==> config.mk <==
export PLATFORM = sky130hd
export DESIGN_NAME = frame_latency_meter
export DESIGN_NICKNAME = d
export VERILOG_FILES = /design/src/rtl/frame_latency_meter_pkg.sv /design/src/rtl/frame_latency_meter_sync_edge.sv /design/src/rtl/frame_latency_meter.sv
export SDC_FILE = /design/constraint.sdc
export NUM_CORES = 1
export LEC_CHECK = 0
export CORE_MARGIN = 4
export CORE_UTILIZATION = 54
export CTS_CLUSTER_DIAMETER = 80
export DETAILED_ROUTE_END_ITERATION = 12
export PLACE_DENSITY = 0.85
export SYNTH_ARGS = -nofsm -noshare
export SYNTH_HDL_FRONTEND = slang
export SYNTH_SLANG_ARGS = --single-unit
==> constraint.sdc <==
create_clock -name clock -period 3.2 [get_ports clock]
set_clock_uncertainty 0.2 [all_clocks]
set_input_delay 0.32 -clock clock [delete_from_list [all_inputs] [get_ports clock]]
set_output_delay 0.32 -clock clock [all_outputs]
set_load 0.02 [all_outputs]
==> src/rtl/frame_latency_meter_pkg.sv <==
// Shared types and default parameters for the display latency meter.
package frame_latency_meter_pkg;

    typedef enum logic [1:0] {
        IDLE,
        ARM,
        FLASH,
        WAIT
    } meter_state_t;

    localparam int unsigned DEFAULT_CNT_WIDTH   = 32;
    localparam int unsigned DEFAULT_TIMEOUT     = 100000000;
    localparam int unsigned DEFAULT_SYNC_STAGES = 2;

    function automatic logic isBusy(input meter_state_t state);
        return (state == ARM) || (state == FLASH) || (state == WAIT);
    endfunction

endpackage

==> src/rtl/frame_latency_meter_sync_edge.sv <==
// Multi-flop synchroniser for an asynchronous level, with a registered-history
// rising-edge pulse on the synchronised side.
module sync_edge
    import frame_latency_meter_pkg::*;
#(
    parameter int unsigned STAGES = DEFAULT_SYNC_STAGES
) (
    input  logic clock,
    input  logic resetn,
    input  logic d_i,
    output logic level_o,
    output logic rise_o
);

    if (STAGES < 2) begin : g_bad_stages
        $error("sync_edge: STAGES must be at least 2");
    end

    logic [STAGES-1:0] sync_q;
    logic              prev_q;

    always_ff @(posedge clock) begin
        if (!resetn) begin
            sync_q <= '0;
            prev_q <= 1'b0;
        end else begin
            sync_q <= {sync_q[STAGES-2:0], d_i};
            prev_q <= sync_q[STAGES-1];
        end
    end

    assign level_o = sync_q[STAGES-1];
    assign rise_o  = sync_q[STAGES-1] & ~prev_q;

endmodule

==> src/rtl/frame_latency_meter.sv <==
// Display latency meter: flashes one white frame and counts pixel clocks from
// that frame's start until the photodiode sees light.
module frame_latency_meter
    import frame_latency_meter_pkg::*;
#(
    parameter int unsigned CNT_WIDTH   = DEFAULT_CNT_WIDTH,
    parameter int unsigned TIMEOUT     = DEFAULT_TIMEOUT,
    parameter int unsigned SYNC_STAGES = DEFAULT_SYNC_STAGES
) (
    input  logic                 clock,
    input  logic                 resetn,
    input  logic                 vsync,
    input  logic                 vsync_pol,
    input  logic                 sensor,
    input  logic                 start,
    output logic                 flash,
    output logic                 busy,
    output logic [CNT_WIDTH-1:0] result,
    output logic                 result_valid,
    output logic                 timeout,
    output logic [15:0]          frame_count
);

    if (TIMEOUT < 2) begin : g_bad_timeout
        $error("frame_latency_meter: TIMEOUT must be at least 2");
    end
    if (CNT_WIDTH < 64 && 64'(TIMEOUT) >= (64'd1 << CNT_WIDTH)) begin : g_bad_width
        $error("frame_latency_meter: TIMEOUT does not fit in CNT_WIDTH bits");
    end

    localparam logic [CNT_WIDTH-1:0] CNT_LAST = CNT_WIDTH'(TIMEOUT - 1);
    localparam logic [CNT_WIDTH-1:0] CNT_ONE  = CNT_WIDTH'(1);

    meter_state_t         state_q;
    logic [CNT_WIDTH-1:0] cnt_q;
    logic [CNT_WIDTH-1:0] result_q;
    logic                 flash_q;
    logic                 valid_q;
    logic                 timeout_q;
    logic [15:0]          frame_count_q;
    logic [15:0]          frame_count_d;

    logic vs_act;
    logic vs_act_q;
    logic fs;
    logic sens_s;
    logic sens_rise;
    logic srise;

    // vsync is already in this clock domain, so only its leading edge is needed.
    assign vs_act        = (vsync == vsync_pol);
    assign fs            = vs_act & ~vs_act_q;
    assign frame_count_d = fs ? frame_count_q + 16'd1 : frame_count_q;

    always_ff @(posedge clock) begin
        if (!resetn) begin
            vs_act_q      <= 1'b0;
            frame_count_q <= '0;
        end else begin
            vs_act_q      <= vs_act;
            frame_count_q <= frame_count_d;
        end
    end

    sync_edge #(
        .STAGES (SYNC_STAGES)
    ) u_sensor_sync (
        .clock   (clock),
        .resetn  (resetn),
        .d_i     (sensor),
        .level_o (sens_s),
        .rise_o  (sens_rise)
    );

    assign srise = sens_rise & sens_s;

    // A sensor rise takes priority over the timeout when both land together.
    always_ff @(posedge clock) begin
        if (!resetn) begin
            state_q   <= IDLE;
            cnt_q     <= '0;
            result_q  <= '0;
            flash_q   <= 1'b0;
            valid_q   <= 1'b0;
            timeout_q <= 1'b0;
        end else begin
            valid_q   <= 1'b0;
            timeout_q <= 1'b0;
            unique case (state_q)
                IDLE: begin
                    if (start) begin
                        state_q <= ARM;
                    end
                end
                ARM: begin
                    if (fs) begin
                        state_q <= FLASH;
                        cnt_q   <= '0;
                        flash_q <= 1'b1;
                    end
                end
                FLASH, WAIT: begin
                    cnt_q <= cnt_q + CNT_ONE;
                    if (srise) begin
                        result_q <= cnt_q;
                        valid_q  <= 1'b1;
                        flash_q  <= 1'b0;
                        state_q  <= IDLE;
                    end else if (cnt_q == CNT_LAST) begin
                        result_q  <= '1;
                        valid_q   <= 1'b1;
                        timeout_q <= 1'b1;
                        flash_q   <= 1'b0;
                        state_q   <= IDLE;
                    end else if (state_q == FLASH && fs) begin
                        flash_q <= 1'b0;
                        state_q <= WAIT;
                    end
                end
                default: begin
                    state_q <= IDLE;
                    flash_q <= 1'b0;
                end
            endcase
        end
    end

    assign flash        = flash_q;
    assign busy         = isBusy(state_q);
    assign result       = result_q;
    assign result_valid = valid_q;
    assign timeout      = timeout_q;
    assign frame_count  = frame_count_q;

endmodule

==> results of run 1 <==
power by group:
group	total, W	internal, W	leakage, nW	switching, W
clock	0.000728	0.000357	0.0864	0.000371
combinational	0.000197	0.0000663	0.748	0.000131
sequential	0.00114	0.00112	0.719	0.0000152
cell type report:
class / count / area share [%]
clock buffers: 12 / 2.76
clock inverters: 3 / 0.869
flip-flops and latches: 89 / 36.4
repair buffers: 65 / 13.1
multi-input cells: 346 / 43.7
inverters: 7 / 0.537
well taps: 99 / 2.53
critical path: stages, from the launching register on:
cell and delay (ns):
dfxtp_1 0.38, or4_1 0.55, or4_4 0.57, o21ai_4 0.32, buf_4 0.27, nor2_1 0.07
a211oi_2 0.15
layer usage:
metal  track usage (%)  part of all wire [%]  vias to the layer above
li1                  -                     -                     1740
met2              34.4                    48                       85
met5                 0                     0                        -
met3              4.78                   4.1                        9
met4              5.77                  0.85                        0
met1              27.8                    47                     1615
metrics by stage:
stage                     utilization, %  hold slack [ns]  power (W)  std cells  setup WS, ns
after global routing                67.1            0.294    0.00215        621         0.508
after detailed placement            64.7            0.228    0.00136        606         0.527
after CTS                           67.1            0.249    0.00208        621         0.593
final                               67.1            0.247    0.00206        621         0.611
after floorplan                        -            0.212    0.00130        473         0.930
after global placement              64.7            0.231    0.00135        606         0.635
sequential cells by signal (all words and copies together) (netlist names):
name / flops
cnt_q: 32
flash: 1
frame_count: 16
result: 32
result_valid: 1
state_q: 2
timeout: 1
u_sensor_sync.prev_q: 1
u_sensor_sync.sync_q: 2
vs_act_q: 1
kinds of logic (layout without fill, tap and decap cells):
logic type,after synthesis,after routing
xor gates and xnor gates,43,43
DFF,89,89
and+or+nand+nor,217,217
muxes,2,2
adders and majority gates,2,2
AOI/OAI and AO/OA,82,82
buffers and inverters,38,87
Yosys cell counts (2+ instances only):
master | instances | share of area [%]
and3_1 | 8 | 1.2
nand2_1 | 21 | 1.9
a21oi_1 | 5 | 0.61
ha_1 | 2 | 0.61
a211oi_2 | 28 | 8.6
inv_1 | 6 | 0.55
xnor2_1 | 36 | 7.7
a211oi_1 | 4 | 0.73
nor4b_1 | 4 | 0.86
nor4_1 | 17 | 2.6
dfxtp_1 | 89 | 44
o21ai_0 | 37 | 4.5
or3_1 | 4 | 0.61
and2_1 | 7 | 1.1
nand4_1 | 12 | 1.8
clkbuf_1 | 27 | 2.5
and4_1 | 6 | 1.3
nor2_1 | 112 | 10
nor3_1 | 8 | 0.98
xor2_1 | 7 | 1.5
or4_1 | 2 | 0.37
buf_6 | 3 | 0.83
nor3b_1 | 2 | 0.37
nand3_1 | 8 | 0.98
worst min path at each step:
stage | start | end | slack [ns] | depth (start not counted)
6_report | u_sensor_sync.sync_q[0] | u_sensor_sync.sync_q[1] | 0.25 | 1
5_1_grt | u_sensor_sync.sync_q[0] | u_sensor_sync.sync_q[1] | 0.29 | 1
4_1_cts | u_sensor_sync.sync_q[0] | u_sensor_sync.sync_q[1] | 0.25 | 1
3_5_place_dp | u_sensor_sync.sync_q[0] | u_sensor_sync.sync_q[1] | 0.23 | 1
3_3_place_gp | u_sensor_sync.sync_q[0] | u_sensor_sync.sync_q[1] | 0.23 | 1
2_1_floorplan | u_sensor_sync.sync_q[0] | u_sensor_sync.sync_q[1] | 0.21 | 1
==> summary.md, run 1 <==
| Metric | Value |
|---|---|
| Status | finished clean |
| Crit path arrival time | around 2.7 ns |
| Vias | 3449 |
| Routed wire per std cell | 14.2 µm |
| Gp weighted congestion | 0.894 |
| Area grow syn2layout | 19.7% |
| Crit path launch | cnt_q[8] |
| Total CTS buffers | 9 |
| RR Startpoint | cnt_q[8] |
| Post-Synthesis Cells | 473 |
| Via density | 5.55 |
| Commonest non-fill, non-tap cell in the layout | nor2_1 |
| Initial core utilization | 56.0% |
| Slew Limit Headroom | around half |
| Sequential cell area | 1780 µm² |
| Clock Path Buffers | 2 |
| R2r endpoint | result[2] |
| Main combinational cell family by area after synthesis | simple AND/OR/NAND/NOR gates |
| Syn. warnings | 0 |
| Post-synth EDFFs | 0 |
| Synth Cell Area | ~4000 µm² |
| Placed cell area | 4720 µm² |
| Hold Buf Count CTS | 0 |
| Detailed Route WL | roughly 8800 µm |
| Worst-Skew Late Latency | 0.35 ns |
| Post-Synth Adder-Cell Area | 0.612% |
| Setup-failing EPs final | 0 |
| Fin crit share | 80.9% |
| Detail Placement HPWL | around 6000 µm |
| Ys async rst share | 0% |
| Fill cells | ~600 |
| Antenna viol nets, final | 0 |
| # resized after CTS | 0 |
| Post-synthesis sequential area ratio | 43.6% |
| Critical Path End | result[2] |
| Final setup TNS | 0 ns |
| Pwr/cell area | 422 nW/µm² |
| Total track usage | 21.0% |
| Post-synthesis net count | 481 |
| Synth Area in Simple Gates | 25.7% |
| Die Y | 95.0 µm |
| Largest net degree at the start of global routing | 72 |
| Syn Area/Cell | 8.64 µm² |
| CTS tree | built |
| Core region area | 7290 µm² |
| Total Die Area | 9020 µm² |
| CP Launch Type | flop |
| Number of synthesized register bits | 89 |
| Mux contribution to synthesized area | 0.521% |
| Total congestion overflow | 0 |
| Fmax | 386 MHz |
| Most frequent cells in the layout | 112 x nor2_1, 88 x dfxtp_1, 57 x clkdlybuf4s50_1 |
| First-pass GRT wire length | 15300 µm |
| Type of the worst min-delay path | flop to flop |
| Die Span X | 95.0 µm |
| FP Rows | 31 |
| CP endpoint kind | flop |
| CTS H-tree lvls | 3 |
| I/O Pins | 58 |
| Hold Vio Cnt, Final | 0 |
| Area of the multi-input gates | 2140 µm² |
| Number of global-route vias before repair | between 3000 and 4000 |
| RSZ-0062 raised after global routing | false |
| Crit Path Class | flop to flop |
| Max-Cap Viols | 0 |
| Primary FF master, synth | dfxtp_1 |
| Post-synthesis compound-gate area fraction | between 10% and 20% |
| Initial antenna violation count | 0 |
| Maximum VDD drop | between 0.2 and 0.25 mV |
| R2r setup slk | 0.61 ns |
| Clk sinks | 89 |
| Pre-antenna DRT Iters | 4 |
| Proportion of layout cells with a drive suffix above 1 | 10.2% |
| Clk slew on worst S/H paths | 0.08 ns |
| Nets | 526 |
| Clock root cell | clkbuf_8 |
| Port Buffers | 57 |
| Final Critical Period | around 2.6 ns |
| Worst Tran Pin Value | 0.750 ns |
| DRC Markers | 0 |
| Synth unique cells | 42 |
| Final Slew Violations | 0 |
| Post-synthesis xor/xnor area fraction | between 9 and 10% |
| Diodes inserted | 0 |
| Setup bufs post-CTS | 0 |
| DR iter-0 viols | 197 |
| Leak | 1.55 nW |
| CP max FO | 14 |
| Worst Path Required | 3.27 ns |
| Worst R2R Path Depth | 6 |
| Post-route cell area | 4890 µm² |
Power figures use the tool's default switching activity.
==> run 2, diff against run 1 <==
--- a/config.mk
+++ b/config.mk
@@ -6,10 +6,10 @@
 export NUM_CORES = 1
 export LEC_CHECK = 0
 export CORE_MARGIN = 4
-export CORE_UTILIZATION = 54
+export CORE_UTILIZATION = 49
 export CTS_CLUSTER_DIAMETER = 80
 export DETAILED_ROUTE_END_ITERATION = 12
-export PLACE_DENSITY = 0.85
+export PLACE_DENSITY = 0.82
 export SYNTH_ARGS = -nofsm -noshare
 export SYNTH_HDL_FRONTEND = slang
 export SYNTH_SLANG_ARGS = --single-unit
==> constraint.sdc (replaced) <==
create_clock -name clock -period 2.1 [get_ports clock]
set_clock_uncertainty 0.2 [all_clocks]
set_input_delay 0.21 -clock clock [delete_from_list [all_inputs] [get_ports clock]]
set_output_delay 0.21 -clock clock [all_outputs]
set_load 0.02 [all_outputs]
==> run 2 against run 1 <==
The flow now finishes with violations (negative setup slack). Routed wire length up 24%. Register-to-register slack lost 0.91 ns. First-iteration DRC count down 21%. Non-clock buffer count increased by 42. Sequential power increased by 53%. Die area grew 9.3%. Total power up 68%. Sequential share of layout area shrank 4.2 points. Worst hold slack improved by 0.014 ns. Global-route usage hardly changed. Count of clock-buffer cells in the layout decreased by 3. Setup slack worse by 0.91 ns. Critical path type unchanged. Largest cell class unchanged. Largest power group unchanged. Highest routed layer unchanged.
==> summary.md, run 2 (synthesis results as in run 1) <==
| Metric | Value |
|---|---|
| Area grow syn2layout | 35.8% |
| Critical path's largest stage delay | 0.57 ns (about the same) |
| Crit-path slowest cell | or4_4 |
| Worst path cell trace | or4b_4 > or4_4 > o21ai_4 > buf_6 > clkbuf_16 > nor2_1 > a211oi_1 |
| Placed cell area | 5050 µm² (+7.1%) |
| Pre-antenna DRT Iters | 5 (+1) |
| Post-route cell area | 5550 µm² (+13%) |
| Max-Cap Viols | 0 (unchanged) |
| Hold Vio Cnt, Final | 0 (unchanged) |
| Leak | 1.94 nW (+25%) |
| Tot Pwr | 0.00346 W (+68%) |
| R2r setup slk | -0.30 ns (-0.91 ns) |
| Clk sinks | 89 (unchanged) |
| Nets | 568 (+8.0%) |
| Worst Path Required | 2.18 ns (-1.09 ns) |
| Clock root cell | clkbuf_8 |
| Commonest non-fill, non-tap cell in the layout | nor2_1 |
| Diodes inserted | 0 (unchanged) |
| Gp weighted congestion | 0.853 (-4.6%) |
| Initial antenna violation count | 0 (unchanged) |
| Vias | 3811 (+10%) |
| Initial core utilization | 50.0% (-6.1 points) |
| I/O Pins | 58 (unchanged) |
| Number of global-route vias before repair | 3545 (+7.0%) |
| Inst Count DP | 648 (+6.9%) |
| CP endpoint kind | flop |
| Port Buffers | 57 (unchanged) |
| Total congestion overflow | 0 (unchanged) |
| DR iter-0 viols | 155 (-21%) |
| Pwr/cell area | 624 nW/µm² (+48%) |
| Status | complete, but fails checks |
| CP max FO | 5 (-9) |
| Total Die Area | 9860 µm² (+9.3%) |
| Largest net degree at the start of global routing | 72 (unchanged) |
| Antenna viol nets, final | 0 (unchanged) |
| Type of the worst min-delay path | input port to flop |
| Slew Limit Headroom | 75.5% (+25 points) |
| Core region area | 8180 µm² (+12%) |
| Total track usage | 21.0% (about the same) |
| Final setup margin | -0.297 ns (-0.908 ns) |
| WHS Path Cells | 2 (+1) |
| Crit path arrival time | 2.47 ns (-0.18 ns) |
| Total CTS buffers | 9 (unchanged) |
| Die Span X | 99.3 µm (+4.6%) |
| Failing checks | negative setup slack |
| R2r endpoint | result[25] |
| Final Slew Violations | 0 (unchanged) |
| Most frequent cells in the layout | 105 x nor2_1, 84 x dfxtp_1, 57 x clkdlybuf4s50_1 |
| Crit Path Class | flop to flop |
| Worst R2R Path Depth | 7 (+1) |
| Clock Path Buffers | 2 (unchanged) |
| Crit path launch | cnt_q[31] |
| Hold Buf Count CTS | 0 (unchanged) |
| RR Startpoint | cnt_q[31] |
| Via density | 5.69 (+2.4%) |
| Detailed Route WL | 10900 µm (+24%) |
| Detail Placement HPWL | 6860 µm (+13%) |
| Worst Tran Pin Value | 0.363 ns (-0.387 ns) |
| Proportion of layout cells with a drive suffix above 1 | 22.5% (+12 points) |
| CTS tree | built |
| Fill cells | 629 (+4.5%) |
| Die Y | 99.3 µm (+4.6%) |
| Clk slew on worst S/H paths | 0.09 ns (about the same) |
| Setup-failing EPs final | 36 (+36) |
| Fmax | 417 MHz (+8.0%) |
| FP Rows | 33 (+6.5%) |
| Final Critical Period | 2.40 ns (-0.192 ns) |
| Worst-Skew Late Latency | 0.37 ns (+0.02 ns) |
| Routed wire per std cell | 16.3 µm (+15%) |
| DRC Markers | 0 (unchanged) |
| Fin crit share | 114% (+33 points) |
| First-pass GRT wire length | 17100 µm (+11%) |
| CTS H-tree lvls | 3 (unchanged) |
| Hold path endpoint | u_sensor_sync.sync_q[0] |
| Maximum VDD drop | 0.453 mV (+96%) |
| CP Launch Type | flop |
| Finished Layout Cells | 670 (+7.9%) |
| Hold path startpoint | sensor |
| RSZ-0062 raised after global routing | true |
[run 2: cell count changes in the layout (fill, tap and decap cells not counted), moves of 5 or more]
| cell | delta |
|---|---|
| nor2_2 | +6 |
| nor2_1 | -7 |
| buf_4 | +33 |
| nor4_4 | +5 |
| nor4_1 | -8 |
[run 2: worst max-delay path by stage]
stage | end | slack (ns) | cells after the start
final | result[25] | -0.30 | 7
after global routing | result[17] | -0.34 | 7
after CTS | result[24] | -0.23 | 7
after detailed placement | result[24] | -0.19 | 6
after global placement | state_q[1] | -0.13 | 6
after floorplan | result[26] | -0.12 | 6
[run 2: report_power, final]
part	switching (W)	total, W	internal (W)
registers	0.0000236	0.00174	0.00171
clock network	0.000665	0.00135	0.000681
logic	0.000231	0.000383	0.000151
[run 2: metrics by stage]
stage / utilization [%] / TNS (ns) / setup WS, ns / hold WS [ns]
3_3_place_gp: 61.8 / -3.96 / -0.130 / 0.220
6_report: 67.9 / -9.37 / -0.297 / 0.261
3_5_place_dp: 61.8 / -6.53 / -0.194 / 0.254
2_1_floorplan: - / -3.40 / -0.116 / 0.137
4_1_cts: 65.4 / -6.58 / -0.233 / 0.245
5_1_grt: 67.9 / -11.07 / -0.338 / 0.258
[run 2: repair_timing]
item | 4_1_cts | 5_1_grt
gates resized for setup | 6 | 31
endpoints found under the hold margin | 0 | 0
gates cloned | 1 | 2
endpoints found under the setup margin | 45 | 45
pin swaps | 0 | 7
buffers inserted | 3 | 0
[run 2: cell type report]
class                   instances  area [µm²]  area share, %
flip-flops and latches         89        1790           32.2
clock buffers                   9         124           2.23
repair buffers                107        1070           19.3
inverters                       7        26.3          0.473
well taps                     105         131           2.37
multi-input cells             346        2310           41.6
clock inverters                 7         101           1.83
[run 2: worst max-delay path: cells and delay by family, from the launching register on]
kind	cells	cell delay [ns]
buf+inv	2	0.30
simple gates	3	1.14
compound gates	2	0.35
flops	1	0.33
[run 2: routing by layer]
metal  vias to the layer above  share of wire, %  GRT usage (%)
li1                       1826                 -              -
met3                        14               5.4           3.93
met2                       128                51           35.1
met5                         -                 0              0
met1                      1843                42           27.5
met4                         0               1.5           6.72
==> run 3, diff against run 2 <==
--- a/config.mk
+++ b/config.mk
@@ -5,10 +5,10 @@
 export SDC_FILE = /design/constraint.sdc
 export NUM_CORES = 1
 export LEC_CHECK = 0
-export CORE_MARGIN = 4
 export CORE_UTILIZATION = 49
 export CTS_CLUSTER_DIAMETER = 80
 export DETAILED_ROUTE_END_ITERATION = 12
+export GPL_ROUTABILITY_DRIVEN = 0
 export PLACE_DENSITY = 0.82
 export SYNTH_ARGS = -nofsm -noshare
 export SYNTH_HDL_FRONTEND = slang
==> run 3 against run 2 <==
The flow still finishes with violations (negative setup slack). Register-to-register slack better by 0.05 ns. Cell count is 0.45% lower. Design area is 0.77% lower. Flip-flop and latch count stayed put. Critical path depth stayed put. Total power is 1.1% lower. Global-route usage is 2.1 points higher. Critical endpoint is now result[23]. Die area is 12% lower. Worst hold slack worse by 0.034 ns. Sequential power hardly changed.
==> summary.md, run 3 (synthesis results as in run 1) <==
| Metric | Value |
|---|---|
| Number of global-route vias before repair | 3555 (+0.28%) |
| Antenna viol nets, final | 0 (unchanged) |
| Detailed Route WL | 10400 µm (-4.3%) |
| Status | complete, but fails checks |
| Die Y | 93.3 µm (-6.0%) |
| Clk sinks | 89 (unchanged) |
| Min Hold Slack | 0.227 ns (-0.0341 ns) |
| Proportion of layout cells with a drive suffix above 1 | 22.1% (-0.35 points) |
| DR iter-0 viols | 248 (+60%) |
| Total Die Area | 8710 µm² (-12%) |
| Final setup margin | -0.245 ns (+0.0516 ns) |
| CP endpoint kind | flop |
| Die Span X | 93.3 µm (-6.0%) |
| Pwr/cell area | 622 nW/µm² (-0.35%) |
| Fill cells | 563 (-10%) |
| Detail Placement HPWL | 6740 µm (-1.6%) |
| Hold Vio Cnt, Final | 0 (unchanged) |
| DP Worst Slack | -0.198 ns (-0.00398 ns) |
| Pre-antenna DRT Iters | 4 (-1) |
| Initial core utilization | 51.8% (+1.8 points) |
| Leak | 1.93 nW (-0.71%) |
| Clk slew on worst S/H paths | 0.09 ns (about the same) |
| Core region area | 7890 µm² (-3.5%) |
| FP Rows | 32 (-3.0%) |
| Via density | 5.61 (-1.4%) |
| Final Util | 69.8% (+1.9 points) |
| Clock Path Buffers | 2 (unchanged) |
| First-pass GRT wire length | 16100 µm (-5.6%) |
| Routed wire per std cell | 15.6 µm (-3.9%) |
| Final Critical Period | 2.35 ns (-0.0516 ns) |
| Worst Path Required | 2.19 ns (about the same) |
| Commonest non-fill, non-tap cell in the layout | nor2_1 |
| Max-Cap Viols | 0 (unchanged) |
| Maximum VDD drop | 0.399 mV (-12%) |
| Most frequent cells in the layout | 105 x nor2_1, 84 x dfxtp_1, 57 x clkdlybuf4s50_1 |
| DRC Markers | 0 (unchanged) |
| CTS H-tree lvls | 3 (unchanged) |
| Clock root cell | clkbuf_8 |
| Area of the multi-input gates | 2300 µm² (-0.43%) |
| Area grow syn2layout | 34.8% |
| RSZ-0062 raised after global routing | true |
| Sequential cell area | 1790 µm² (unchanged) |
| CP Launch Type | flop |
| Initial antenna violation count | 0 (unchanged) |
| Final Slew Violations | 0 (unchanged) |
| Vias | 3742 (-1.8%) |
| Crit path arrival time | 2.43 ns (-0.04 ns) |
| Total CTS buffers | 9 (unchanged) |
| Nets | 568 (unchanged) |
| Setup-failing EPs final | 36 (unchanged) |
| CP max FO | 10 (+5) |
| Total track usage | 23.1% (+2.1 points) |
| Crit Path Class | flop to flop |
| Slew Limit Headroom | 74.5% (-1.0 points) |
| Largest net degree at the start of global routing | 36 (-50%) |
| Worst Tran Pin Value | 0.378 ns (+0.0150 ns) |
| I/O Pins | 58 (unchanged) |
| Final setup TNS | -7.44 ns (+1.93 ns) |
| CTS tree | built |
| Worst-Skew Late Latency | 0.37 ns (about the same) |
| Type of the worst min-delay path | input port to flop |
| Port Buffers | 57 (unchanged) |
| Fmax | 426 MHz (+2.2%) |
| Failing checks | negative setup slack |
| Diodes inserted | 0 (unchanged) |
| Total congestion overflow | 0 (unchanged) |
| Fin crit share | 112% (-2.5 points) |
[run 3: cell types whose count changed in the layout (fill, tap and decap cells not counted), moves of 2 or more]
cell        delta
buf_4          +3
buf_6          -2
clkinvlp_4     -2
o21ai_1        +2
o21ai_2        -2
[run 3: report_power, final]
part           leakage [nW]  internal [W]  switching [W]
clock network         0.114      0.000680       0.000635
registers             0.721       0.00171      0.0000279
logic                  1.09      0.000144       0.000226
[run 3: layout make-up]
class	count	area share [%]
inverters	7	0.477
repair buffers	107	18.9
multi-input cells	346	41.7
flip-flops and latches	89	32.5
well taps	102	2.32
clock buffers	9	2.25
clock inverters	7	1.82
[run 3: worst max-delay path, stage by stage, from the launching register on]
cell	delay, ns
dfxtp_1	0.35
or4bb_1	0.53
or4_4	0.52
o21ai_4	0.16
buf_12	0.15
clkbuf_16	0.16
nor2_1	0.04
a211oi_1	0.16
[run 3: metrics by stage]
step / power, W / std cells / instance area [µm²]
finish: 0.00342 / 667 / 5510
global route: 0.00355 / 667 / 5510
CTS: 0.00342 / 664 / 5310
detailed placement: 0.00211 / 648 / 5050
global placement: 0.00210 / 648 / 5050
floorplan: 0.00198 / 473 / 4090
[run 3: routing by layer]
layer / up-vias / GRT usage [%] / wire length, µm
met5: - / 0 / 0
met4: 0 / 7.95 / 154
met3: 18 / 4.88 / 500
met2: 101 / 38.7 / 5140
met1: 1797 / 29.5 / 4630
li1: 1826 / - / -
[run 3: final timing paths]
kind | cells past startpoint | end | from | slack [ns]
max reg2reg | 7 | result[23] | cnt_q[20] | -0.25
min | 2 | u_sensor_sync.sync_q[0] | sensor | 0.23
min reg2reg | 1 | u_sensor_sync.sync_q[1] | u_sensor_sync.sync_q[0] | 0.25
max | 7 | result[23] | cnt_q[20] | -0.25
[run 3: timing repair]
item | 4_1_cts | 5_1_grt
gates resized for setup | 5 | 27
setup buffers | 0 | 1
pin swaps | 0 | 5
hold buffers | 0 | 0
endpoints found under the setup margin | 44 | 50
gates cloned | 0 | 2
